File: config.mk
export PLATFORM = sky130hd
export DESIGN_NAME = uart_cmd_parser_flat
export DESIGN_NICKNAME = d
export VERILOG_FILES = /design/src/rtl/uart_cmd_parser_if.sv /design/src/rtl/uart_cmd_parser.sv /design/src/flat_wrapper.sv
export SDC_FILE = /design/constraint.sdc
export NUM_CORES = 1
export LEC_CHECK = 0
export CORE_MARGIN = 10
export CORE_UTILIZATION = 68
export CTS_CLUSTER_SIZE = 16
export DETAILED_ROUTE_END_ITERATION = 16
export DONT_BUFFER_PORTS = 1
export PLACE_DENSITY = 0.85
export SYNTH_ARGS = -nofsm -noshare
export SYNTH_HDL_FRONTEND = slang
export SYNTH_SLANG_ARGS = --single-unit
File: constraint.sdc
create_clock -name clk -period 5.2 [get_ports clk]
set_clock_uncertainty 0.1 [all_clocks]
set_input_delay 1.04 -clock clk [delete_from_list [all_inputs] [get_ports clk]]
set_output_delay 1.04 -clock clk [all_outputs]
set_load 0.02 [all_outputs]
File: src/rtl/uart_cmd_parser_if.sv
// Command/payload handshake between uart_cmd_parser (master) and the command
// executor (slave). The executor reads the payload buffer by address.
interface uart_cmd_parser_if #(
   parameter int unsigned MAX_LEN = 16
);
   localparam int unsigned LW = $clog2(MAX_LEN + 1);
   localparam int unsigned AW = (MAX_LEN > 1) ? $clog2(MAX_LEN) : 1;

   logic          cmd_valid;
   logic          cmd_ready;
   logic [7:0]    cmd_code;
   logic [LW-1:0] cmd_len;
   logic [AW-1:0] pld_addr;
   logic [7:0]    pld_data;

   modport master (
      output cmd_valid, cmd_code, cmd_len, pld_data,
      input  cmd_ready, pld_addr
   );

   modport slave (
      input  cmd_valid, cmd_code, cmd_len, pld_data,
      output cmd_ready, pld_addr
   );
endinterface

File: src/rtl/uart_cmd_parser.sv
// Frame-level command parser behind a UART byte receiver.
// Frame: SYNC, CMD, LEN, PAYLOAD[LEN], CHK where CHK = XOR(CMD, LEN, PAYLOAD).
// A valid command is held on the cmd interface until the executor accepts it.
// Optional inter-byte timeout: define INTERBYTE_TIMEOUT_EN (otherwise
// err_timeout is tied low and the parser waits indefinitely).
module uart_cmd_parser #(
   parameter int unsigned MAX_LEN     = 16,
   parameter logic [7:0]  SYNC_BYTE   = 8'hA5,
   parameter int unsigned TIMEOUT_CYC = 50000
) (
   input  logic                     clk,
   input  logic                     rst,
   input  logic [7:0]               rx_data,
   input  logic                     rx_done,
   input  logic                     framing_err,
   uart_cmd_parser_if.master        cmd,
   output logic                     busy,
   output logic                     err_chk,
   output logic                     err_len,
   output logic                     err_frame,
   output logic                     ovr_drop,
   output logic                     err_timeout
);

   localparam int unsigned LW = $clog2(MAX_LEN + 1);
   localparam int unsigned AW = (MAX_LEN > 1) ? $clog2(MAX_LEN) : 1;

   typedef enum logic [2:0] {
      StHunt,
      StCmd,
      StLen,
      StPayload,
      StChk,
      StHold
   } state_e;

   state_e        state_q;
   logic          busy_q;
   logic          cmd_valid_q;
   logic [7:0]    cmd_code_q;
   logic [LW-1:0] cmd_len_q;
   logic [LW-1:0] idx_q;
   logic [7:0]    csum_q;
   logic          err_chk_q;
   logic          err_len_q;
   logic          err_frame_q;
   logic          ovr_drop_q;
   logic [7:0]    pld_data_q;
   logic [7:0]    mem_q [2**AW];
   logic          tmo_hit;

`ifdef INTERBYTE_TIMEOUT_EN
   localparam int unsigned TW = (TIMEOUT_CYC > 1) ? $clog2(TIMEOUT_CYC) : 1;

   logic [TW-1:0] tmo_cnt_q;
   logic          err_timeout_q;
   logic          in_frame;

   assign in_frame = (state_q == StCmd) || (state_q == StLen) ||
                     (state_q == StPayload) || (state_q == StChk);
   // A strobe in the same cycle as expiry counts as arriving in time.
   assign tmo_hit  = in_frame && !rx_done && !framing_err &&
                     (tmo_cnt_q == TW'(TIMEOUT_CYC - 1));

   // Inter-byte idle counter; only runs while a frame is partially received.
   always_ff @(posedge clk or posedge rst) begin
      if (rst) begin
         tmo_cnt_q     <= '0;
         err_timeout_q <= 1'b0;
      end else begin
         err_timeout_q <= tmo_hit;
         if (!in_frame || rx_done || tmo_hit) begin
            tmo_cnt_q <= '0;
         end else begin
            tmo_cnt_q <= tmo_cnt_q + TW'(1);
         end
      end
   end

   assign err_timeout = err_timeout_q;
`else
   assign tmo_hit     = 1'b0;
   assign err_timeout = 1'b0;
`endif

   // Frame parser: state, latched command, running checksum and status pulses.
   always_ff @(posedge clk or posedge rst) begin
      if (rst) begin
         state_q     <= StHunt;
         busy_q      <= 1'b0;
         cmd_valid_q <= 1'b0;
         cmd_code_q  <= 8'h00;
         cmd_len_q   <= '0;
         idx_q       <= '0;
         csum_q      <= 8'h00;
         err_chk_q   <= 1'b0;
         err_len_q   <= 1'b0;
         err_frame_q <= 1'b0;
         ovr_drop_q  <= 1'b0;
      end else begin
         err_chk_q   <= 1'b0;
         err_len_q   <= 1'b0;
         err_frame_q <= 1'b0;
         ovr_drop_q  <= 1'b0;

         if (framing_err) begin
            // Line error beats a simultaneous byte; a pending command survives it.
            err_frame_q <= 1'b1;
            if (state_q != StHold) begin
               state_q <= StHunt;
               busy_q  <= 1'b0;
            end
         end else if (tmo_hit) begin
            state_q <= StHunt;
            busy_q  <= 1'b0;
         end else if (rx_done) begin
            unique case (state_q)
               StHunt: begin
                  if (rx_data == SYNC_BYTE) begin
                     state_q <= StCmd;
                     busy_q  <= 1'b1;
                  end
               end
               StCmd: begin
                  cmd_code_q <= rx_data;
                  csum_q     <= rx_data;
                  state_q    <= StLen;
               end
               StLen: begin
                  if (32'(rx_data) > MAX_LEN) begin
                     err_len_q <= 1'b1;
                     state_q   <= StHunt;
                     busy_q    <= 1'b0;
                  end else begin
                     cmd_len_q <= LW'(rx_data);
                     csum_q    <= csum_q ^ rx_data;
                     idx_q     <= '0;
                     state_q   <= (rx_data == 8'h00) ? StChk : StPayload;
                  end
               end
               StPayload: begin
                  csum_q <= csum_q ^ rx_data;
                  idx_q  <= idx_q + LW'(1);
                  if (idx_q == cmd_len_q - LW'(1)) begin
                     state_q <= StChk;
                  end
               end
               StChk: begin
                  if (rx_data == csum_q) begin
                     cmd_valid_q <= 1'b1;
                     state_q     <= StHold;
                  end else begin
                     err_chk_q <= 1'b1;
                     state_q   <= StHunt;
                     busy_q    <= 1'b0;
                  end
               end
               StHold: begin
                  // Executor has not taken the last command; this byte is lost.
                  ovr_drop_q <= 1'b1;
               end
               default: begin
                  state_q <= StHunt;
                  busy_q  <= 1'b0;
               end
            endcase
         end

         if ((state_q == StHold) && cmd_valid_q && cmd.cmd_ready) begin
            cmd_valid_q <= 1'b0;
            state_q     <= StHunt;
            busy_q      <= 1'b0;
         end
      end
   end

   // Payload buffer write; contents need no reset.
   always_ff @(posedge clk) begin
      if (rx_done && !framing_err && (state_q == StPayload)) begin
         mem_q[idx_q[AW-1:0]] <= rx_data;
      end
   end

   // Registered payload read port; out-of-range addresses read as zero.
   always_ff @(posedge clk or posedge rst) begin
      if (rst) begin
         pld_data_q <= 8'h00;
      end else if (32'(cmd.pld_addr) < MAX_LEN) begin
         pld_data_q <= mem_q[cmd.pld_addr];
      end else begin
         pld_data_q <= 8'h00;
      end
   end

   assign cmd.cmd_valid = cmd_valid_q;
   assign cmd.cmd_code  = cmd_code_q;
   assign cmd.cmd_len   = cmd_len_q;
   assign cmd.pld_data  = pld_data_q;
   assign busy          = busy_q;
   assign err_chk       = err_chk_q;
   assign err_len       = err_len_q;
   assign err_frame     = err_frame_q;
   assign ovr_drop      = ovr_drop_q;

endmodule

File: src/flat_wrapper.sv
// flat-port wrapper written by rule: the top's interface ports become plain ports
module uart_cmd_parser_flat 
#(
   parameter int unsigned MAX_LEN     = 16,
   parameter logic [7:0]  SYNC_BYTE   = 8'hA5,
   parameter int unsigned TIMEOUT_CYC = 50000
)
  (clk, rst, rx_data, rx_done, framing_err, busy, err_chk, err_len, err_frame, ovr_drop, err_timeout, cmd_cmd_valid, cmd_cmd_code, cmd_cmd_len, cmd_pld_data, cmd_cmd_ready, cmd_pld_addr);
  uart_cmd_parser_if #(.MAX_LEN(MAX_LEN)) cmd_i ();
  input  logic clk;
  input  logic rst;
  input  logic [7:0] rx_data;
  input  logic rx_done;
  input  logic framing_err;
  output logic busy;
  output logic err_chk;
  output logic err_len;
  output logic err_frame;
  output logic ovr_drop;
  output logic err_timeout;
  output wire logic [$bits(cmd_i.cmd_valid)-1:0] cmd_cmd_valid;
  output wire logic [$bits(cmd_i.cmd_code)-1:0] cmd_cmd_code;
  output wire logic [$bits(cmd_i.cmd_len)-1:0] cmd_cmd_len;
  output wire logic [$bits(cmd_i.pld_data)-1:0] cmd_pld_data;
  input wire logic [$bits(cmd_i.cmd_ready)-1:0] cmd_cmd_ready;
  input wire logic [$bits(cmd_i.pld_addr)-1:0] cmd_pld_addr;
  assign cmd_cmd_valid = cmd_i.cmd_valid;
  assign cmd_cmd_code = cmd_i.cmd_code;
  assign cmd_cmd_len = cmd_i.cmd_len;
  assign cmd_pld_data = cmd_i.pld_data;
  assign cmd_i.cmd_ready = cmd_cmd_ready;
  assign cmd_i.pld_addr = cmd_pld_addr;
  uart_cmd_parser #(.MAX_LEN(MAX_LEN), .SYNC_BYTE(SYNC_BYTE), .TIMEOUT_CYC(TIMEOUT_CYC)) u_core (.clk(clk), .rst(rst), .rx_data(rx_data), .rx_done(rx_done), .framing_err(framing_err), .cmd(cmd_i), .busy(busy), .err_chk(err_chk), .err_len(err_len), .err_frame(err_frame), .ovr_drop(ovr_drop), .err_timeout(err_timeout));
endmodule
Yosys cells after proc, flatten, opt, wreduce, memory -nomap -nowiden
Memories as Yosys holds them, arrays and structs flattened. A register that Yosys moved wholly into a read port is not among the register bits.
Index checks and enable logic that the tools add are counted.
{ "totals": {"romBits": 0, "mem_bits_rw": 128, "mem_count": 1, "reg_bits": 35, "latchBits": 0, "input_bits": 17} }
{ "op_classes": {"n_mul": 0, "n_div": 0, "order_cmp": 1, "mux": 41, "reduce_logical": 21, "bitwise_logic": 3, "n_shift": 0, "n_eq_ne": 18, "add_sub_neg": 2} }
{ "memory_table": {"columns": ["name", "words", "width", "read_ports", "rd_clocked_by_memory_dff", "write_ports", "line_no", "rtl"], "rows": [
  ["u_core.mem_q", 16, 8, 1, 1, 1, "uart_cmd_parser.sv:49", "logic [7:0] mem_q [2**AW];"]
]} }
{ "ops": {"columns": ["cell", "count"], "rows": [
  ["two-way mux 3 bit", 9],
  ["two-way mux 1 bit", 26],
  ["one-hot mux 8 bit (3 select lines)", 1],
  ["one-hot mux 3 bit (6 select lines)", 1],
  ["AND reduction 4 bit", 4],
  ["inequality test 4 x 2 -> 1 bit (second input constant)", 3],
  ["one-hot mux 5 bit (2 select lines)", 1],
  ["equality test 8 bit", 1],
  ["equality test 8 bit (second input constant)", 1],
  ["> comparator 8 x 5 -> 1 bit (second input constant)", 1],
  ["zero test 8 bit", 1],
  ["two-way mux 8 bit", 1],
  ["nonzero test 2 bit", 4],
  ["XOR 8 bit", 1],
  ["equality test 3 x 2 -> 1 bit (second input constant)", 2],
  ["equality test 3 bit (second input constant)", 2],
  ["inequality test 3 x 1 -> 1 bit (second input constant)", 2],
  ["inequality test 3 bit (second input constant)", 2],
  ["AND reduction 6 bit", 1],
  ["nonzero test 3 bit", 2],
  ["adder 5 x 1 -> 5 bit (second input constant)", 1],
  ["equality test 5 bit", 1],
  ["two-way mux 5 bit", 1],
  ["AND reduction 5 bit", 1],
  ["12 further kinds", 16]
]} }

Depth between registers and ports, before layout
Gate-level depths: netlist (run 1).
{ "depth": {"depth_word": 7, "mapped_depth": 7, "depth_no_buf": 7} }

Least setup slack after synthesis (run 1)
Ideal clock, no wire load.
{ "synth_path": {"path_type": "input to register", "start": "in cmd_pld_addr[0]", "end": "reg u_core.pld_data_q[0], in the netlist u_core.cmd.pld_data[0] (read register of u_core.mem_q)", "t_required_ps": 4962, "slack_ps": 2432, "arrival_ps": 2530, "cell_stages": 4, "path_cell_list": "clkbuf_1 > buf_2 > mux4_2 > mux4_2"} }
{ "synth_rtl": {"columns": ["item", "line_no", "rtl"], "rows": [
  ["start: declaration", "flat_wrapper.sv:26", "input wire logic [$bits(cmd_i.pld_addr)-1:0] cmd_pld_addr;"],
  ["end: declaration", "uart_cmd_parser.sv:48", "logic [7:0] pld_data_q;"]
]} }

Worst setup path in the final report (run 1)
{ "layout_path": {"start": "reg u_core.state_q[0]", "end": "mem u_core.mem_q[3][2], enable pin"} }
{ "layout_via": {"elab_chain_len": 4} }
{ "layout_lines": {"columns": ["item", "line_no", "rtl"], "rows": [
  ["start: declaration", "uart_cmd_parser.sv:37", "state_e state_q;"],
  ["start signal: assignment", "uart_cmd_parser.sv:89", "state_q <= StHunt;"],
  ["start signal: assignment", "uart_cmd_parser.sv:110", "state_q <= StHunt;"],
  ["start signal: assignment", "uart_cmd_parser.sv:114", "state_q <= StHunt;"],
  ["equality test 3 x 2 -> 1 bit", "uart_cmd_parser.sv:179", "if (rx_done && !framing_err && (state_q == StPayload)) begin"],
  ["logical AND 1 bit", "uart_cmd_parser.sv:179", null],
  ["two-way mux 1 bit", "uart_cmd_parser.sv:179", null],
  ["two-way mux 1 bit (implied by the code)", "uart_cmd_parser.sv:180", "mem_q[idx_q[AW-1:0]] <= rx_data;"],
  ["end: declaration", "uart_cmd_parser.sv:49", null]
]} }
Every way passes these cells.

==> impl_table.tex, run 1 <==
\begin{tabular}{lr}
\hline
Metric & Value \\
\hline
\multicolumn{2}{l}{\textbf{Finish}} \\
Fraction of final layout cells with drive strength greater than 1 & 0.1953 \\
Antenna cells & 0 \\
Total number of nets in the final design & 439 \\
Synthesis-to-finish area growth & 8.630\% \\
\multicolumn{2}{l}{\textbf{Timing}} \\
Final hold violation count & 0 \\
Time the final worst path needs with I/O delays and setup & approximately 2700 ps \\
Worst slack on hold paths & roughly 430 ps \\
Achievable frequency & 368.3 MHz \\
Final number of setup-violating endpoints & 0 \\
Ratio of final minimum period to clock period & 0.5222 \\
Slew Viols, Final & 0 \\
Worst slew margin relative to its limit & 0.2111 \\
Crit path setup slack, layout & approximately 2500 ps \\
Unrepaired setup endpoints after global routing & false \\
Slew at the pin closest to its max-slew limit & 1174 ps \\
Setup TNS & 0 ps \\
\multicolumn{2}{l}{\textbf{Clock tree}} \\
Clock sink count & $\sim$170 \\
Clock latency reported for the late side of the worst-skew pair & $\sim$530 ps \\
Number of buffers created by CTS & 17 \\
CTS Buffer Depth & 2 \\
Clock transition time at the flip-flop clock pins of the worst setup and hold paths & 60 ps \\
TritonCTS clock tree & done \\
CTS root buffer & clkbuf\_8 \\
H-tree levels & 4 \\
Post-CTS Setup Repair Bufs & 0 \\
Number of buffers inserted for hold repair after clock tree synthesis & 0 \\
CTS-repair resized insts & 0 \\
\multicolumn{2}{l}{\textbf{Critical path}} \\
Register-to-register path setup slack & 2480 ps \\
Crit path capture type & flip-flop \\
Largest fanout of any net on the critical path & 12 \\
Data arrival, critical path & 2760 ps \\
Depth of the worst register-to-register path & 4 \\
Crit Reg-Reg Startpoint & u\_core.state\_q[0] \\
Critical path class & reg2reg \\
Endpoint of the worst-slack reg-to-reg timing path & u\_core.mem\_q[3][2] \\
Worst setup SP type & flip-flop \\
Required time of the critical path & between 5000 and 6000 ps \\
\multicolumn{2}{l}{\textbf{Yosys}} \\
Total number of yosys warnings & 0 \\
Number of flops mapped to enable cells by yosys & 128 \\
Predominant post-synthesis flop cell & edfxtp\_1 \\
Number of nets in the synthesized netlist & 443 \\
Average footprint of a synthesized cell & about 17 µm² \\
Proportion of synthesized chip area in sequential cells & 0.6953 \\
Share of synthesized registers carrying an async set or reset & 0.2515 \\
Number of synthesized register bits & about 170 \\
Cell count after synthesis & between 400 and 500 \\
Synthesized cell area & approximately 7100 µm² \\
Number of distinct library cell variants in the gate-level netlist after synthesis & 43 \\
\multicolumn{2}{l}{\textbf{Power and ir drop}} \\
Fraction of power consumed by sequential logic & 0.537 \\
Areal power density over the cells & between 400 and 500 nW/µm² \\
Proportion of total power due to net switching & 0.2561 \\
P\_sw & 0.8191 mW \\
Peak ir drop on the vdd network & between 200 and 300 µV \\
Leakage Power & 2.636 nW \\
Relative contribution of combinational cells to total power & 0.098 \\
Int Pwr & roughly 2.4 mW \\
Clock share of power & 0.365 \\
\multicolumn{2}{l}{\textbf{GRT}} \\
Aggregate global-route resource usage & 0.2182 \\
Largest net degree at the start of global routing & 44 \\
Initial antenna violation count & 0 \\
Grt total ovfl & 0 \\
First-pass GRT wire length & roughly 23 mm \\
Via count of the first global-routing pass & 3809 \\
\multicolumn{2}{l}{\textbf{Routing}} \\
Routed wire length per instance & 27.45 µm \\
Routed wire length & roughly 16 mm \\
DR vias & 3816 \\
Drt via density & a little under 7 \\
DR iter-0 viols & around 420 \\
Remaining antenna violation count after routing & 0 \\
Number of detailed-routing iterations run before antenna repair & 5 \\
Post-route DRC violation count & 0 \\
\multicolumn{2}{l}{\textbf{Floorplan}} \\
Total I/O pin count & 45 \\
Row count & 37 \\
Initial Util & 0.6916 \\
Die extent in y & about 120 µm \\
Die outline width & between 100 and 150 µm \\
Die ar. & 14890 µm² \\
Core region area & about 10000 µm² \\
\multicolumn{2}{l}{\textbf{Hold path}} \\
Endpoint with the worst hold slack & u\_core.err\_frame \\
Hold wc startpoint & framing\_err \\
Number of instances on the worst hold path & 0 \\
Classification of the worst-slack hold path & in2reg \\
\multicolumn{2}{l}{\textbf{Placement}} \\
Pre-CTS WS & roughly 1900 ps \\
Routability congestion estimate from global placement & between 0.9 and 1 \\
HPWL after detailed placement & 9.519 mm \\
Count of input and output buffers & 0 \\
\multicolumn{2}{l}{\textbf{Run status}} \\
Run status & complete, no violations \\
\multicolumn{2}{l}{\textbf{Run}} \\
Number of max-cap violations & 0 \\
\hline
\end{tabular}
## cell families after synthesis
group,synth area share
flip-flops,0.6953
AND/OR/NAND/NOR,0.06508
multiplexers,0.1441
AO/OA/AOI/OAI,0.04156
buffers and inverters,0.02228
XOR/XNOR,0.02228
adder cells (fa/ha/maj),0.008842
other,0.0005300
## cells in the mapped netlist (all sizes together) (2+ instances only)
master	n	area (µm²)
nand3b	2	15.01
a311oi	3	26.28
edfxtp	128	3844
ha	5	62.56
nor2b	2	12.51
nand3	8	40.04
nor2	32	120.1
mux4	40	900.9
o21ai	12	67.57
clkbuf	13	48.80
a21oi	14	70.07
nand4	6	37.54
mux2	7	78.83
a31oi	4	25.02
dfrtp	43	1076
nor4	3	18.77
inv	11	41.29
nor3	6	35.03
xnor2	11	96.34
mux2i	4	40.04
buf	10	67.56
xor2	7	61.31
or4	2	18.77
o221ai	3	26.28
nand2b	4	25.02
o211ai	3	22.52
nand2	28	105.1
## per-stage QoR
step / utilization / cell area [µm²] / total power [mW] / instances
floorplan: - / 7076 / 1.989 / 421
global placement: 0.6968 / 7129 / 2.029 / 534
detailed placement: 0.6968 / 7129 / 2.048 / 534
CTS: 0.7513 / 7686 / 3.210 / 566
global route: 0.7513 / 7686 / 3.304 / 566
finish: 0.7513 / 7686 / 3.199 / 566
## registers in the layout, summed over array words and instances, names as in the netlist
signal                count
u_core.cmd.cmd_len        5
u_core.ovr_drop           1
u_core.state_q            3
u_core.idx_q              5
u_core.err_len            1
u_core.cmd.pld_data       8
u_core.mem_q            128
u_core.csum_q             8
u_core.err_frame          1
u_core.cmd.cmd_code       8
u_core.cmd.cmd_valid      1
u_core.busy               1
u_core.err_chk            1
## critical path, cell delays in order, from the launching register on
cell	delay, ps
dfrtp_1	580
nand3_1	190
nor2_1	340
nand2_1	190
nor3_1	920
## power by group through the flow
stage / Combinational, mW / Clock, mW / Sequential (mW)
2_1_floorplan: 0.289 / 0 / 1.70
3_3_place_gp: 0.290 / 0 / 1.74
3_5_place_dp: 0.304 / 0 / 1.74
4_1_cts: 0.310 / 1.18 / 1.72
5_1_grt: 0.342 / 1.23 / 1.73
6_report: 0.313 / 1.17 / 1.72
## placed cells by master, fill, tap and decap left out, drive strengths merged, types with 4 or more instances in the layout
cell type / netlist / layout
o21ai: 12 / 12
a21oi: 14 / 14
nor3: 6 / 6
clkinv: 0 / 4
ha: 5 / 5
inv: 11 / 14
a31oi: 4 / 4
nand3: 8 / 8
mux4: 40 / 40
dfrtp: 43 / 43
mux2i: 4 / 4
edfxtp: 128 / 128
nand4: 6 / 6
nand2: 28 / 28
xnor2: 11 / 11
clkbuf: 13 / 24
nor2: 32 / 32
nand2b: 4 / 4
xor2: 7 / 7
mux2: 7 / 7
## layer usage
metal	track usage	part of all wire	vias to the layer above
met2	0.3462	0.50	230
met1	0.2716	0.37	1940
li1	-	-	1614
met5	0	0	-
met4	0.07675	0.021	0
met3	0.08187	0.11	32
## area by class of cell
class / instances / area (µm²)
Sequential cell: 171 / 4920
Fill cell: 549 / 2545
Multi-Input combinational cell: 216 / 1998
Clock buffer: 24 / 501.7
Tap cell: 136 / 170.2
Clock inverter: 8 / 55.05
Inverter: 11 / 41.29
## how the worst max path moves through the flow
stage                            startpoint                     end  slack [ps]
after floorplan             cmd_pld_addr[0]  u_core.cmd.pld_data[0]        2430
after global placement          framing_err      u_core.mem_q[1][0]        2170
after detailed placement        framing_err      u_core.mem_q[3][5]        1930
after CTS                 u_core.state_q[0]      u_core.mem_q[3][2]        2500
after global routing      u_core.state_q[0]      u_core.mem_q[3][2]        2300
final                     u_core.state_q[0]      u_core.mem_q[3][2]        2480
Power figures use the tool's default switching activity.
==> run 2: changes to the inputs <==
--- a/config.mk
+++ b/config.mk
@@ -6,11 +6,11 @@
 export NUM_CORES = 1
 export LEC_CHECK = 0
 export CORE_MARGIN = 10
-export CORE_UTILIZATION = 68
+export CORE_UTILIZATION = 57
 export CTS_CLUSTER_SIZE = 16
 export DETAILED_ROUTE_END_ITERATION = 16
 export DONT_BUFFER_PORTS = 1
-export PLACE_DENSITY = 0.85
+export PLACE_DENSITY = 0.76
 export SYNTH_ARGS = -nofsm -noshare
 export SYNTH_HDL_FRONTEND = slang
 export SYNTH_SLANG_ARGS = --single-unit
==> constraint.sdc (replaced) <==
create_clock -name clk -period 2.2 [get_ports clk]
set_clock_uncertainty 0.1 [all_clocks]
set_input_delay 0.44 -clock clk [delete_from_list [all_inputs] [get_ports clk]]
set_output_delay 0.44 -clock clk [all_outputs]
set_load 0.02 [all_outputs]
==> impl_table.tex, run 2 (synthesis gave the netlist of run 1 again) <==
\begin{tabular}{lr}
\hline
Metric & Value \\
\hline
\multicolumn{2}{l}{\textbf{Run}} \\
Number of max-cap violations & 0 (unchanged) \\
\multicolumn{2}{l}{\textbf{Finish}} \\
Number of flip-flops under the largest register name & 128 (unchanged) \\
Utilization after layout & 0.6778 (-0.07345) \\
Antenna cells & 0 (unchanged) \\
Synthesis-to-finish area growth & 15.54\% \\
Fraction of final layout cells with drive strength greater than 1 & 0.2532 (+0.05782) \\
Most common cell after layout, fill and taps aside & edfxtp\_1 \\
Leading cell types in the layout, fill and taps excluded & edfxtp\_1 (128), dfrtp\_1 (42), mux4\_2 (40) \\
Total number of nets in the final design & 483 (+10\%) \\
\multicolumn{2}{l}{\textbf{Clock tree}} \\
CTS Buffer Depth & 2 (unchanged) \\
CTS root buffer & clkbuf\_16 \\
Clock sink count & 171 (unchanged) \\
H-tree levels & 4 (unchanged) \\
Clock transition time at the flip-flop clock pins of the worst setup and hold paths & 60 ps (about the same) \\
Clock latency reported for the late side of the worst-skew pair & 430 ps (-100 ps) \\
Number of buffers created by CTS & 17 (unchanged) \\
TritonCTS clock tree & done \\
\multicolumn{2}{l}{\textbf{Critical path}} \\
Largest fanout of any net on the critical path & 7 (-5) \\
Crit path capture type & flip-flop \\
Data arrival, critical path & 2090 ps (-670 ps) \\
Worst setup SP type & flip-flop \\
Required time of the critical path & 2240 ps (-3010 ps) \\
Critical path class & reg2reg \\
Critical-path top delay cell & dfrtp\_1 \\
Critical Path Source & u\_core.state\_q[2] \\
Crit Reg-Reg Startpoint & u\_core.state\_q[2] \\
CP peak stage delay & 450 ps (-470 ps) \\
Critical path cell sequence & nand2b\_1 > nor2\_1 > buf\_4 > nand2\_1 > nor2\_1 > buf\_4 \\
\multicolumn{2}{l}{\textbf{Floorplan}} \\
Total I/O pin count & 45 (unchanged) \\
Die outline width & 131.4 µm (+7.7\%) \\
Die extent in y & 131.4 µm (+7.7\%) \\
Core region area & 12060 µm² (+18\%) \\
Initial Util & 0.5866 (-0.1050) \\
Row count & 40 (+8.1\%) \\
Die ar. & 17270 µm² (+16\%) \\
\multicolumn{2}{l}{\textbf{GRT}} \\
Largest net degree at the start of global routing & 33 (-25\%) \\
Grt total ovfl & 0 (unchanged) \\
Initial antenna violation count & 1 (+1) \\
Via count of the first global-routing pass & 4043 (+6.1\%) \\
First-pass GRT wire length & 24.32 mm (+4.3\%) \\
Aggregate global-route resource usage & 0.1887 (-0.02950) \\
\multicolumn{2}{l}{\textbf{Routing}} \\
DR vias & 3920 (+2.7\%) \\
Number of detailed-routing iterations run before antenna repair & 5 (unchanged) \\
Routed wire length per instance & 24.38 µm (-11\%) \\
Routed wire length & 15.65 mm (+0.73\%) \\
Remaining antenna violation count after routing & 0 (unchanged) \\
DR iter-0 viols & 401 (-5.4\%) \\
Drt via density & 6.106 (-9.4\%) \\
Post-route DRC violation count & 0 (unchanged) \\
\multicolumn{2}{l}{\textbf{Timing}} \\
Final hold violation count & 0 (unchanged) \\
Crit path setup slack, layout & 154.6 ps (-2330 ps) \\
Ratio of final minimum period to clock period & 0.9297 (+0.4076) \\
Slew Viols, Final & 0 (unchanged) \\
Unrepaired setup endpoints after global routing & false \\
Slew at the pin closest to its max-slew limit & 652.5 ps (-521.8 ps) \\
Time the final worst path needs with I/O delays and setup & 2045 ps (-669.9 ps) \\
Achievable frequency & 488.9 MHz (+33\%) \\
Final number of setup-violating endpoints & 0 (unchanged) \\
Worst slew margin relative to its limit & 0.5650 (+0.3539) \\
\multicolumn{2}{l}{\textbf{Power and ir drop}} \\
Areal power density over the cells & 986.0 nW/µm² (+140\%) \\
Leakage Power & 2.898 nW (+10\%) \\
Peak ir drop on the vdd network & 733.9 µV (+180\%) \\
\multicolumn{2}{l}{\textbf{Placement}} \\
HPWL after detailed placement & 9.839 mm (+3.4\%) \\
Routability congestion estimate from global placement & 0.8898 (-2.0\%) \\
Count of input and output buffers & 0 (unchanged) \\
Pre-CTS WS & 156.1 ps (-1773 ps) \\
\multicolumn{2}{l}{\textbf{Hold path}} \\
Hold wc startpoint & rx\_data[6] \\
Classification of the worst-slack hold path & in2reg \\
\multicolumn{2}{l}{\textbf{Run status}} \\
Run status & complete, no violations \\
\hline
\end{tabular}
-- run 2: cell types whose count changed in the layout (fill, tap and decap cells not counted), moves of 2 or more --
cell / change
bufinv_16: +4
dlygate4sd3_1: +11
clkbuf_8: -2
inv_4: -2
buf_4: +33
nor3_1: -2
nor3_2: +2
-- run 2: power breakdown --
group	internal, mW	total (mW)	switching, mW
sequential	3.68	4.05	0.368
clock	1.99	3.17	1.17
combinational	0.415	0.846	0.431
-- run 2: final cells by class --
cell class,count,area (µm²)
Multi-Input combinational cell,216,2008
Fill cell,815,3886
Inverter,11,41.29
Sequential cell,171,4921
Clock buffer,22,474.2
Tap cell,168,210.2
Clock inverter,10,162.7
Timing Repair Buffer,44,357.8
-- run 2: critical path, delay by kind of cell, from the launching register on --
family        cells  cell delay (ps)
simple gates      4              820
flops             1              450
buf+inv           2              390
-- run 2: path summary, 6_finish.rpt --
kind                                       endpoint  slack (ps)  cells past startpoint
worst max-delay path            u_core.mem_q[10][4]         150                      6
worst min-delay path               u_core.csum_q[6]          20                      1
worst max register to register  u_core.mem_q[10][4]         150                      6
worst min register to register     u_core.csum_q[0]         460                      1
max in group asynchronous            u_core.err_len         950                      3
min in group asynchronous          u_core.csum_q[3]         450                      2
-- run 2: per-layer routing --
layer / wire length, µm / GRT usage / vias up
met1: 6211 / 0.2369 / 2042
met2: 8044 / 0.3006 / 150
met4: 325 / 0.07046 / 0
li1: - / - / 1702
met3: 1069 / 0.06098 / 26
met5: 0 / 0 / -
-- run 2: stage by stage --
| step | std cells | total power, mW | instance area (µm²) | setup TNS (ps) | hold WS, ps |
|---|---|---|---|---|---|
| after CTS | 642 | 8.113 | 8174 | 0 | 6.064 |
| final | 642 | 8.061 | 8175 | 0 | 24.45 |
| after global placement | 599 | 4.871 | 7427 | 0 | 337.7 |
| after global routing | 642 | 8.375 | 8175 | 0 | 20.19 |
| after floorplan | 421 | 4.703 | 7086 | -534.5 | 371.4 |
| after detailed placement | 599 | 4.904 | 7427 | 0 | 339.1 |
-- run 2: timing repair --
action,in CTS,in global routing
setup endpoints to repair,0,5
buffers inserted,0,0
gates resized for setup,0,1
hold endpoints to repair,153,0
hold buffers,11,0
